File: src/rtl/icache_lines.sv
// Direct-mapped instruction cache with multi-word lines, critical-word-first refill and flush.
// Define ICACHE_STATS_EN to add the hit_cnt/miss_cnt statistics outputs.
module icache_lines #(
  parameter int LINES = 8,
  parameter int WORDS = 4
) (
  input  logic        clk,
  input  logic        rst_n,
  input  logic        req,
  input  logic [31:0] addr,
  input  logic        flush,
  output logic [31:0] inst,
  output logic        ack,
  output logic        busy,
  output logic        mem_req,
  output logic [31:0] mem_addr,
  input  logic [31:0] mem_rdata,
  input  logic        mem_busy,
  input  logic        mem_valid
`ifdef ICACHE_STATS_EN
  ,
  output logic [31:0] hit_cnt,
  output logic [31:0] miss_cnt
`endif
);
  localparam int OB = $clog2(WORDS);
  localparam int IB = $clog2(LINES);
  localparam int TB = 30 - OB - IB;

  typedef enum logic [1:0] {
    IDLE      = 2'd0,
    RESP      = 2'd1,
    FILL_REQ  = 2'd2,
    FILL_WAIT = 2'd3
  } state_t;

  state_t           state_r, state_s;
  logic [LINES-1:0] valid_r;
  logic [TB-1:0]    tag_mem_r  [LINES];
  logic [31:0]      data_mem_r [LINES*WORDS];
  logic [TB-1:0]    tag_r;
  logic [IB-1:0]    idx_r;
  logic [OB-1:0]    off_r;
  logic [OB-1:0]    beat_r;
  logic             flushed_r;

  logic [TB-1:0]    req_tag_s;
  logic [IB-1:0]    req_idx_s;
  logic [OB-1:0]    req_off_s;
  logic             hit_s;
  logic             accept_s;
  logic             fill_beat_s;
  logic             last_beat_s;
  logic [OB-1:0]    word_s;
  logic [OB-1:0]    next_word_s;
  logic             unused_s;

  assign req_tag_s   = addr[31 -: TB];
  assign req_idx_s   = addr[2+OB +: IB];
  assign req_off_s   = addr[2 +: OB];
  assign unused_s    = ^addr[1:0];
  // A flush in the same cycle wins, so the request is forced to miss.
  assign hit_s       = valid_r[req_idx_s] && (tag_mem_r[req_idx_s] == req_tag_s) && !flush;
  assign accept_s    = (state_r == IDLE) && req;
  assign fill_beat_s = (state_r == FILL_WAIT) && mem_valid;
  assign last_beat_s = (beat_r == OB'(WORDS - 1));
  assign word_s      = off_r + beat_r;
  assign next_word_s = word_s + OB'(1);
  assign mem_req     = (state_r == FILL_REQ) && !mem_busy;

  // Next-state decode.
  always_comb begin
    state_s = state_r;
    case (state_r)
      IDLE: begin
        if (req) begin
          state_s = hit_s ? RESP : FILL_REQ;
        end else begin
          state_s = IDLE;
        end
      end
      RESP: state_s = IDLE;
      FILL_REQ: begin
        if (!mem_busy) begin
          state_s = FILL_WAIT;
        end else begin
          state_s = FILL_REQ;
        end
      end
      FILL_WAIT: begin
        if (mem_valid) begin
          state_s = last_beat_s ? IDLE : FILL_REQ;
        end else begin
          state_s = FILL_WAIT;
        end
      end
      default: state_s = IDLE;
    endcase
  end

  // Control state, valid bits and registered outputs.
  always_ff @(posedge clk or negedge rst_n) begin
    if (!rst_n) begin
      state_r   <= IDLE;
      valid_r   <= '0;
      tag_r     <= '0;
      idx_r     <= '0;
      off_r     <= '0;
      beat_r    <= '0;
      flushed_r <= 1'b0;
      ack       <= 1'b0;
      inst      <= 32'd0;
      busy      <= 1'b0;
      mem_addr  <= 32'd0;
    end else begin
      state_r <= state_s;
      busy    <= (state_s != IDLE);
      ack     <= 1'b0;
      if (accept_s) begin
        tag_r     <= req_tag_s;
        idx_r     <= req_idx_s;
        off_r     <= req_off_s;
        beat_r    <= '0;
        flushed_r <= 1'b0;
        if (hit_s) begin
          ack  <= 1'b1;
          inst <= data_mem_r[{req_idx_s, req_off_s}];
        end else begin
          mem_addr <= {req_tag_s, req_idx_s, req_off_s, 2'b00};
        end
      end else if (flush && (state_r != IDLE)) begin
        flushed_r <= 1'b1;
      end
      if (fill_beat_s) begin
        if (beat_r == '0) begin
          ack  <= 1'b1;
          inst <= mem_rdata;
        end
        if (last_beat_s) begin
          valid_r[idx_r] <= !flushed_r;
        end else begin
          beat_r   <= beat_r + OB'(1);
          mem_addr <= {tag_r, idx_r, next_word_s, 2'b00};
        end
      end
      // Placed last so a flush on the final beat still leaves the line invalid.
      if (flush) begin
        valid_r <= '0;
      end
    end
  end

  // Line storage; valid_r guards the unreset contents.
  always_ff @(posedge clk) begin
    if (fill_beat_s) begin
      data_mem_r[{idx_r, word_s}] <= mem_rdata;
      if (last_beat_s) begin
        tag_mem_r[idx_r] <= tag_r;
      end
    end
  end

`ifdef ICACHE_STATS_EN
  // Hit/miss counters, untouched by flush.
  always_ff @(posedge clk or negedge rst_n) begin
    if (!rst_n) begin
      hit_cnt  <= 32'd0;
      miss_cnt <= 32'd0;
    end else if (accept_s) begin
      if (hit_s) begin
        hit_cnt <= hit_cnt + 32'd1;
      end else begin
        miss_cnt <= miss_cnt + 32'd1;
      end
    end
  end
`endif

endmodule
File: config.mk
export PLATFORM = sky130hd
export DESIGN_NAME = icache_lines
export DESIGN_NICKNAME = d
export VERILOG_FILES = /design/src/rtl/icache_lines.sv
export SDC_FILE = /design/constraint.sdc
export NUM_CORES = 1
export LEC_CHECK = 0
export CORE_MARGIN = 10
export CORE_UTILIZATION = 40
export CTS_CLUSTER_DIAMETER = 120
export CTS_CLUSTER_SIZE = 12
export DETAILED_ROUTE_END_ITERATION = 12
export HOLD_SLACK_MARGIN = 0.05
export REMOVE_ABC_BUFFERS = 1
export SLEW_MARGIN = 20
export SYNTH_ARGS = -nofsm -noshare
export SYNTH_HDL_FRONTEND = slang
export SYNTH_SLANG_ARGS = --single-unit
File: constraint.sdc
create_clock -name clk -period 4.25 [get_ports clk]
set_clock_uncertainty 0.1 [all_clocks]
set_input_delay 0.425 -clock clk [delete_from_list [all_inputs] [get_ports clk]]
set_output_delay 0.425 -clock clk [all_outputs]
set_load 0.01 [all_outputs]
==> results of run 1 <==
==> through the flow <==
step	setup TNS, ns	worst slack, ns	total power (uW)	cell area [um2]	util [%]
after global routing	0	0.982	30600	59400	46.4
after global placement	0	0.438	19600	55800	43.7
after floorplan	-15.58	-0.380	17600	51000	-
after CTS	0	1.14	29800	59400	46.5
after detailed placement	0	0.380	19800	55800	43.7
final	0	1.16	29500	59400	46.4
==> cell families (layout without fill, tap and decap cells) <==
group / after synthesis / in the layout / synth area share, %
compound gates: 122 / 122 / 2.01
xor+xnor: 23 / 23 / 0.391
buf+inv: 141 / 448 / 1.25
flops: 1333 / 1333 / 76.5
simple gates: 235 / 235 / 2.08
fa+ha+maj: 7 / 7 / 0.170
mux: 450 / 450 / 17.6
other cells: 0 / 2 / 0
==> layer usage <==
metal	wire, um	vias to the layer above	GRT usage, %	part of all wire, %
met5	69	-	0	0.056
met4	2400	12	4.02	1.9
met3	8360	163	3.30	6.8
met2	59800	867	27.5	48
met1	53200	13353	24.3	43
li1	-	10136	-	-
==> power by group through the flow <==
| stage | Sequential [uW] | Clock [uW] | Combinational [uW] |
|---|---|---|---|
| after floorplan | 16100 | 0 | 1510 |
| after global placement | 16200 | 0 | 3430 |
| after detailed placement | 16300 | 0 | 3500 |
| after CTS | 16000 | 10300 | 3510 |
| after global routing | 16100 | 10800 | 3720 |
| final | 16000 | 10100 | 3430 |
==> cell type report <==
class / instances / area [um2] / area share, %
flip-flops and latches: 1333 / 39500 / 66.5
multi-input cells: 837 / 11700 / 19.8
clock inverters: 7 / 130 / 0.219
well taps: 1662 / 2080 / 3.50
clock buffers: 222 / 3430 / 5.77
repair buffers: 214 / 2500 / 4.22
diodes: 2 / 5.00 / 0.00843
inverters: 5 / 18.8 / 0.0316
==> worst min-delay path by stage <==
stage	startpoint	cells after the start	endpoint
floorplan	rst_n	0	ack
global placement	mem_addr[15]	1	mem_addr[15]
detailed placement	mem_addr[31]	1	mem_addr[31]
CTS	addr[5]	4	idx_r[1]
global route	mem_rdata[1]	3	inst[1]
finish	mem_rdata[1]	3	inst[1]
==> timing repair <==
item,CTS,global route
hold buffers,1,0
endpoints found under the setup margin,0,0
endpoints found under the hold margin,64,0
==> layout by cell type (no fill, tap or decap), types with 19 or more instances in the layout <==
cell type,n
edfxtp_1,1224
mux4_2,360
nand2_1,122
clkbuf_16,122
clkdlybuf4s50_1,122
dfrtp_1,109
clkbuf_1,100
mux2i_1,54
buf_12,46
mux2_2,36
buf_4,34
nor2_4,33
a32o_1,30
a31o_1,30
nor3b_1,20
a221o_1,19
==> flip-flops by register name, indices dropped and copies added, names as in the netlist <==
register and flops:
ack 1, beat_r 2, busy 1, data_mem_r 1024
flushed_r 1, idx_r 3, inst 32, mem_addr 32
off_r 2, state_r 2, tag_mem_r 200, tag_r 25
valid_r 8
==> tightest hold or removal path: cells and delay by family <==
family	cells	cell delay (ns)
compound gates	1	0.05
buf+inv	1	0.28
simple gates	1	0.12
==> flow_summary_export.csv, run 1 <==
group,metric,value,unit
synth,ys_top_cells_by_area,"edfxtp_1 71%, mux4_2 16%, dfrtp_1 5.3%, mux2i_1 1.0%, nand2_1 0.89%",
synth,synth_top_area_share,71.3,%
pwr,vdd_drop_max,0.363,mV
synth,ys_seq_elements,1333,
setup_path,required,4.80,ns
setup_path,rrSetupSlack,1.16,ns
place,portBuffers,134,
grt,grt_usage,17.2,%
synth,synth_cell_types,47,
synth,synth_common_cells,"1224 x edfxtp_1, 360 x mux4_2, 122 x nand2_1",
job,max_cap_viol_count,0,
floorplanning,start_util,40.3,%
clock_tree,cts_made_buffers,121,
sta,rsz0062_at_grt,"false",
synth,avgSynthCellArea,22.3,um2
status,status,"complete, no violations",
clock_tree,cts_root_buf,"clkbuf_16",
pwr,p_seq_share,54.3,%
setup_path,crit_cells,10,
synth,async_reset_ff_share,8.18,%
clock_tree,cts_tree,"done",
synth,syn_inst,2311,
synth,yosysWarnings,0,
setup_path,r2r_end,"mem_addr[28]",
synth,synth_ff_type,"edfxtp_1",
sta,max_freq,0.323,GHz
setup_path,endpoint,"mem_addr[28]",
sta,min_period,3.09,ns
route,final_antenna_net_count,0,
pwr,p_clk_share,34.1,%
pwr,p_sw_share,24.2,%
clock_tree,path_clk_slew,0.06,ns
setup_path,cp_max_fo,33,
sta,slew_headroom,24.7,%
floorplanning,fp.dieArea,0.144,mm2
route,vias_per_cell,5.73,
pwr,p_comb_share,11.6,%
final_layout,nets,2589,
route,avgRoutedWirePerCell,28.9,um
synth,synth.most_common_cell,"edfxtp_1",
grt,antenna_found_initial,8,
floorplanning,pin_count,137,
route,wirelength,124000,um
sta,whs,0.0835,ns
setup_path,path_buf_inv,2,
final_layout,fillCellCount,10422,
synth,synth_edf_count,1224,
pwr,p_switching,7140,uW
pwr,power.internal,22300,uW
setup_path,cp-start-kind,"flip-flop",
floorplanning,fp.dieW,379,um
sta,hold_viol,0,
synth,yosys.area.top_type,"edfxtp_1",
final_layout,final_cells,4282,
synth,syn_area,0.0516,mm2
synth,yosysSeqAreaShare,76.5,%
setup_path,max_stage_delay,0.46,ns
route,drt_iter0_drc,2470,
grt,grt_pass1_wl,179000,um
sta,finalSetupViolations,0,
clock_tree,cts_buffer_depth,3,
place,hpwl,62100,um
floorplanning,core,0.128,mm2
clock_tree,clock_latency,0.74,ns
grt,grt_pass1_vias,25390,
clock_tree,cts_setup_buffers,0,
floorplanning,die_h,379,um
pwr,power_density,496,mW/mm2
setup_path,ff2ff_path_depth,10,
setup_path,critical_path.cell_chain,"mux4_2, mux2i_1, xor2_1, nand2_1, nor4_2, nand4_2, buf_4, nand2_1, buf_4, a31o_1",
setup_path,critPathCaptureType,"flip-flop",
setup_path,worstPathArrival,3.64,ns
pwr,leakagePower,0.0188,uW
route,via_count,24531,
sta,max_slew.worst_pin.slew,1.13,ns
floorplanning,rows,131,
place,dp_cells,4050,
route,dr.pass1.iters,5,
grt,grt_max_degree,67,
sta,min_period_over_period,72.8,%
setup_path,cp_slowest_cell,"mux4_2",
route,drc,0,
grt,gr-total-overflow,0,
sta,finalMaxSlewViolations,0,
clock_tree,htree_levels,3,
place,gp_congestion,0.747,
setup_path,rr_startpoint,"tag_mem_r[5][8]",
setup_path,critical_path.top_delay_family,"simple AND/OR/NAND/NOR gates",
setup_path,crit_type,"flip-flop to flip-flop",
clock_tree,numClockSinks,1333,
final_layout,syn_to_final_growth,15.1,%
min_path,hold_path_class,"input pin to flip-flop",
setup_path,cp-startpoint,"tag_mem_r[5][8]",
clock_tree,cts_resized,0,
final_layout,drive_above_1_share,25.5,%
Note: power is estimated with default switching activity, not from simulation.
==> run 2, diff against run 1 <==
==> constraint.sdc (replaced) <==
create_clock -name clk -period 2.7 [get_ports clk]
set_clock_uncertainty 0.1 [all_clocks]
set_input_delay 0.27 -clock clk [delete_from_list [all_inputs] [get_ports clk]]
set_output_delay 0.27 -clock clk [all_outputs]
set_load 0.01 [all_outputs]
==> run 2 against run 1 <==
Effect of this change:
- the run now ends with negative setup slack left
- utilization up 1.5 points
- register-to-register slack worse by 1.4 ns
- worst hold slack better by 0.023 ns
- cell count up 3.6%
- non-clock buffer count up 162
- count of clock-buffer cells in the layout down 6
- sequential cell count unchanged
- global-route usage up 0.42 points
- via count up 2.6%
- sequential power up 57%
- sequential share of layout area down 2.1 points
- largest power group unchanged
==> flow_summary_export.csv, run 2 (same netlist as run 1, synthesis figures left out) <==
group,metric,value,unit
sta,finalSetupViolations,64,
route,vias_per_cell,5.68,
final_layout,nets,2751,
route,final_antenna_net_count,0,
setup_path,critical_path.cell_chain,"mux4_2, mux2i_2, xor2_1, nand4_1, nor4_2, buf_4, and4_4, buf_12, nor3b_2, a221o_1",
min_path,hold_path_class,"input pin to flip-flop",
setup_path,crit_type,"flip-flop to flip-flop",
final_layout,antenna_cells,0,
route,dr.pass1.iters,5,
setup_path,cp-start-kind,"flip-flop",
setup_path,critPathCaptureType,"flip-flop",
place,dp_cells,4204,
place,hpwl,73900,um
grt,grt_usage,17.6,%
pwr,vdd_drop_max,0.722,mV
place,place_ws,-0.690,ns
setup_path,worstPathArrival,3.42,ns
sta,max_freq,0.343,GHz
final_layout,mostFrequentLayoutCell,"edfxtp_1",
final_layout,syn_to_final_growth,18.9,%
sta,finalMaxSlewViolations,0,
place,gp_congestion,0.771,
setup_path,cp_slowest_cell,"mux4_2",
final_layout,top_regs,"data_mem_r x1024, tag_mem_r x200",
floorplanning,rows,131,
status,violations,"negative setup slack",
sta,min_period,2.92,ns
setup_path,critical_path.top_delay_family,"simple AND/OR/NAND/NOR gates",
setup_path,max_stage_delay,0.50,ns
grt,grt_pass1_wl,185000,um
place,portBuffers,134,
grt,antenna_found_initial,1,
floorplanning,fp.dieW,379,um
setup_path,required,3.20,ns
job,max_cap_viol_count,0,
floorplanning,core,0.128,mm2
setup_path,cp_max_fo,25,
pwr,power_density,767,mW/mm2
floorplanning,fp.dieArea,0.144,mm2
clock_tree,cts_buffer_depth,3,
grt,gr-total-overflow,0,
clock_tree,cts_root_buf,"clkbuf_16",
grt,grt_pass1_vias,26349,
sta,fin_ws,-0.217,ns
final_layout,drive_above_1_share,29.7,%
final_layout,final_cells,4436,
status,status,"complete, but fails checks",
route,wirelength,126000,um
grt,grt_max_degree,50,
floorplanning,start_util,40.3,%
floorplanning,die_h,379,um
final_layout,final_cell_mix,"1224 x edfxtp_1, 360 x mux4_2, 138 x buf_4",
sta,max_slew.worst_pin.slew,1.01,ns
clock_tree,cts_tree,"done",
final_layout,top_register,"data_mem_r",
sta,hold_viol,0,
sta,min_period_over_period,108,%
clock_tree,clock_latency,0.76,ns
route,drt_iter0_drc,2514,
clock_tree,cts_made_buffers,121,
clock_tree,path_clk_slew,0.06,ns
final_layout,largest_reg_flops,1024,
clock_tree,htree_levels,3,
sta,slew_headroom,32.7,%
final_layout,fillCellCount,10340,
route,drc,0,
route,avgRoutedWirePerCell,28.5,um
setup_path,path_buf_inv,2,
floorplanning,pin_count,137,
clock_tree,numClockSinks,1333,
sta,rsz0062_at_grt,"true",
pwr,leakagePower,0.0198,uW
route,via_count,25175,
==> run 2: cell types whose count changed in the layout (fill, tap and decap cells not counted), sizes merged, moves of 2 or more <==
cell,before,now
diode,2,0
buf,90,240
clkbuf,223,217
dlygate4sd3,1,7
clkdlybuf4s50,122,128
inv,8,6
==> run 2: worst paths after layout <==
path,startpoint,to,slack (ns),cells past startpoint
worst min register to register,off_r[0],off_r[0],0.39,2
worst min-delay path,addr[10],tag_r[3],0.11,3
max in group asynchronous,rst_n,inst[24],1.31,4
worst max register to register,tag_mem_r[3][14],inst[24],-0.22,10
min in group asynchronous,rst_n,mem_addr[5],0.51,3
worst max-delay path,tag_mem_r[3][14],inst[24],-0.22,10
==> run 2: tightest hold or removal path: cells and delay by family <==
family,cells,cell delay (ns)
buffers and inverters,1,0.47
and+or+nand+nor,2,0.14
==> run 2: metal layers <==
layer,vias up,GRT usage [%],wire length (um)
li1,10423,-,-
met3,174,3.09,8590
met1,13627,23.8,52200
met4,2,4.13,2680
met5,-,0,13
met2,949,29.6,63000
==> run 2: cell type report <==
class	instances	area [um2]	area share (%)
clock inverter	7	189	0.308
timing repair buffer	376	4400	7.17
tap	1662	2080	3.39
inverter	5	18.8	0.0306
multi-input combinational	837	11800	19.2
clock buffer	216	3430	5.59
sequential	1333	39500	64.4
==> run 2: power breakdown <==
part	internal, uW	switching, uW
Sequential	24100	1080
Combinational	2770	3080
Clock	8650	7330
==> run 2: stage by stage <==
step	hold slack (ns)	TNS, ns	util [%]	total power (uW)	area [um2]
after floorplan	-0.126	-587.31	-	27800	51000
after global placement	0.183	-35.24	45.1	31300	57600
after detailed placement	0.188	-38.54	45.1	31600	57600
after CTS	0.0521	-7.60	48.0	47600	61300
after global routing	0.0874	-19.76	48.0	48800	61400
final	0.106	-7.03	48.0	47000	61400
==> run 2: timing repair <==
action	CTS	global route
resized for setup	7	2
pin swaps	2	1
hold endpoints to repair	114	0
buffers inserted	1	0
endpoints found under the setup margin	66	66
hold buffers	8	0
==> run 3, diff against run 2 <==
--- a/config.mk
+++ b/config.mk
@@ -7,7 +7,7 @@
 export LEC_CHECK = 0
 export CORE_MARGIN = 10
 export CORE_UTILIZATION = 40
-export CTS_CLUSTER_DIAMETER = 120
+export CTS_CLUSTER_DIAMETER = 60
 export CTS_CLUSTER_SIZE = 12
 export DETAILED_ROUTE_END_ITERATION = 12
 export HOLD_SLACK_MARGIN = 0.05
==> run 3 against run 2 <==
Effect of this change:
- the run still ends with negative setup slack left
- combinational power barely moved
- power rose by 2.4%
- utilization rose by 0.37 points
- setup slack got worse by 0.036 ns
- critical path depth rose by 1
- critical path type unchanged
- largest power group unchanged
==> flow_summary_export.csv, run 3 (same netlist as run 1, synthesis figures left out) <==
group,metric,value,unit
status,status,"complete, but fails checks",
status,violations,"negative setup slack",
final_layout,final_cell_mix,"1224 x edfxtp_1, 360 x mux4_2, 139 x buf_4",
setup_path,max_stage_delay,0.50,ns
setup_path,required,3.24,ns
job,max_cap_viol_count,0,
setup_path,ff2ff_path_depth,11,
clock_tree,cts_buffer_depth,3,
setup_path,critPathCaptureType,"flip-flop",
grt,grt_use_met1,23.7,%
min_path,hold_path_class,"input pin to async pin",
setup_path,rrSetupSlack,-0.25,ns
grt,grt_usage,17.7,%
route,drc,0,
sta,max_slew.worst_pin.slew,1.02,ns
floorplanning,die_h,379,um
clock_tree,htree_levels,4,
sta,fin_ws,-0.252,ns
place,gp_congestion,0.771,
sta,min_period_over_period,109,%
setup_path,crit_type,"flip-flop to flip-flop",
route,dr.pass1.iters,5,
setup_path,critical_path.cell_chain,"mux4_2, mux2i_2, xor2_1, nand4_1, nor4_2, buf_4, and4_4, buf_12, clkbuf_16, mux2i_1, o21ai_1",
final_layout,antenna_cells,0,
floorplanning,fp.dieArea,0.144,mm2
sta,finalSetupViolations,64,
place,hpwl,73900,um
floorplanning,pin_count,137,
final_layout,largest_reg_flops,1024,
setup_path,cp_max_fo,6,
clock_tree,clock_latency,0.78,ns
final_layout,seqCellArea,0.0395,mm2
final_layout,top_regs,"data_mem_r x1024, tag_mem_r x200",
clock_tree,cts_root_buf,"clkbuf_16",
route,final_antenna_net_count,0,
final_layout,mostFrequentLayoutCell,"edfxtp_1",
setup_path,critical_path.top_delay_family,"multiplexers",
floorplanning,rows,131,
route,wirelength,128000,um
grt,use_met3,3.57,%
route,via_count,25320,
sta,max_freq,0.339,GHz
place,dp_cells,4204,
final_layout,final_cells,4447,
setup_path,r2r_end,"inst[31]",
setup_path,cp-start-kind,"flip-flop",
place,portBuffers,134,
grt,grt_pass1_vias,26514,
final_layout,fillCellCount,10282,
sta,hold_viol,0,
clock_tree,path_clk_slew,0.06,ns
final_layout,top_register,"data_mem_r",
sta,slew_headroom,32.2,%
final_layout,nets,2774,
setup_path,path_buf_inv,3,
pwr,vdd_drop_max,0.712,mV
sta,rsz0062_at_grt,"true",
sta,whs,0.0711,ns
route,drt_iter0_drc,2538,
floorplanning,start_util,40.3,%
grt,antenna_found_initial,1,
pwr,leakagePower,0.0200,uW
final_layout,syn_to_final_growth,19.9,%
route,vias_per_cell,5.69,
clock_tree,cts_made_buffers,132,
clock_tree,cts_tree,"done",
grt,grt_max_degree,50,
sta,setup_tns,-8.89,ns
setup_path,cp_slowest_cell,"mux4_2",
grt,top_usage_layer,"met2",
setup_path,worstPathArrival,3.49,ns
setup_path,rr_startpoint,"tag_mem_r[3][14]",
grt,gr-total-overflow,0,
route,avgRoutedWirePerCell,28.8,um
sta,finalMaxSlewViolations,0,
grt,grt_pass1_wl,185000,um
grt,use_met2,29.3,%
sta,min_period,2.95,ns
final_layout,drive_above_1_share,30.7,%
floorplanning,core,0.128,mm2
clock_tree,numClockSinks,1333,
floorplanning,fp.dieW,379,um
place,place_ws,-0.690,ns
final_layout,multiInputGateArea,0.0118,mm2
pwr,power_density,780,mW/mm2
==> run 3: layout make-up <==
| type | instances | area share [%] |
|---|---|---|
| Clock buffer | 201 | 5.91 |
| Clock inverter | 21 | 0.449 |
| Inverter | 5 | 0.0304 |
| Multi-Input combinational cell | 837 | 19.0 |
| Sequential cell | 1333 | 63.9 |
| Tap cell | 1662 | 3.36 |
| Timing Repair Buffer | 388 | 7.36 |
==> run 3: worst max-delay path by stage <==
stage | startpoint | end | cells past startpoint
2_1_floorplan | state_r[0] | inst[0] | 6
3_3_place_gp | addr[4] | inst[10] | 11
3_5_place_dp | addr[4] | inst[24] | 12
4_1_cts | tag_mem_r[3][14] | inst[24] | 10
5_1_grt | tag_mem_r[3][14] | inst[5] | 11
6_report | tag_mem_r[3][14] | inst[31] | 11
==> run 3: where the power goes <==
| part | leakage (uW) | switching, uW | internal, uW |
|---|---|---|---|
| Sequential | 0.0124 | 1080 | 24100 |
| Combinational | 0.00576 | 3090 | 2780 |
| Clock | 0.00188 | 7680 | 9430 |
==> run 3: worst min-delay path: stages <==
cell	delay, ns
dlygate4sd3_1	0.57
buf_6	0.20
buf_16	0.28
==> run 3: what timing repair did <==
| item | 4_1_cts | 5_1_grt |
|---|---|---|
| setup buffers | 0 | 3 |
| hold buffers | 16 | 0 |
| cloned | 0 | 2 |
| endpoints found under the hold margin | 123 | 0 |
| endpoints found under the setup margin | 66 | 66 |
| pin swaps | 0 | 1 |
| gates resized for setup | 7 | 2 |
==> run 3: per-layer routing <==
metal | up-vias | routed length (um)
li1 | 10477 | -
met1 | 13687 | 52600
met2 | 950 | 63300
met3 | 204 | 8940
met4 | 2 | 2980
met5 | - | 13
==> run 3: per-stage QoR <==
step / power, uW / instance area [um2] / utilization, %
after floorplan: 27800 / 51000 / -
after global placement: 31300 / 57600 / 45.1
after detailed placement: 31600 / 57600 / 45.1
after CTS: 48700 / 61700 / 48.3
after global routing: 50000 / 61800 / 48.4
final: 48200 / 61800 / 48.4
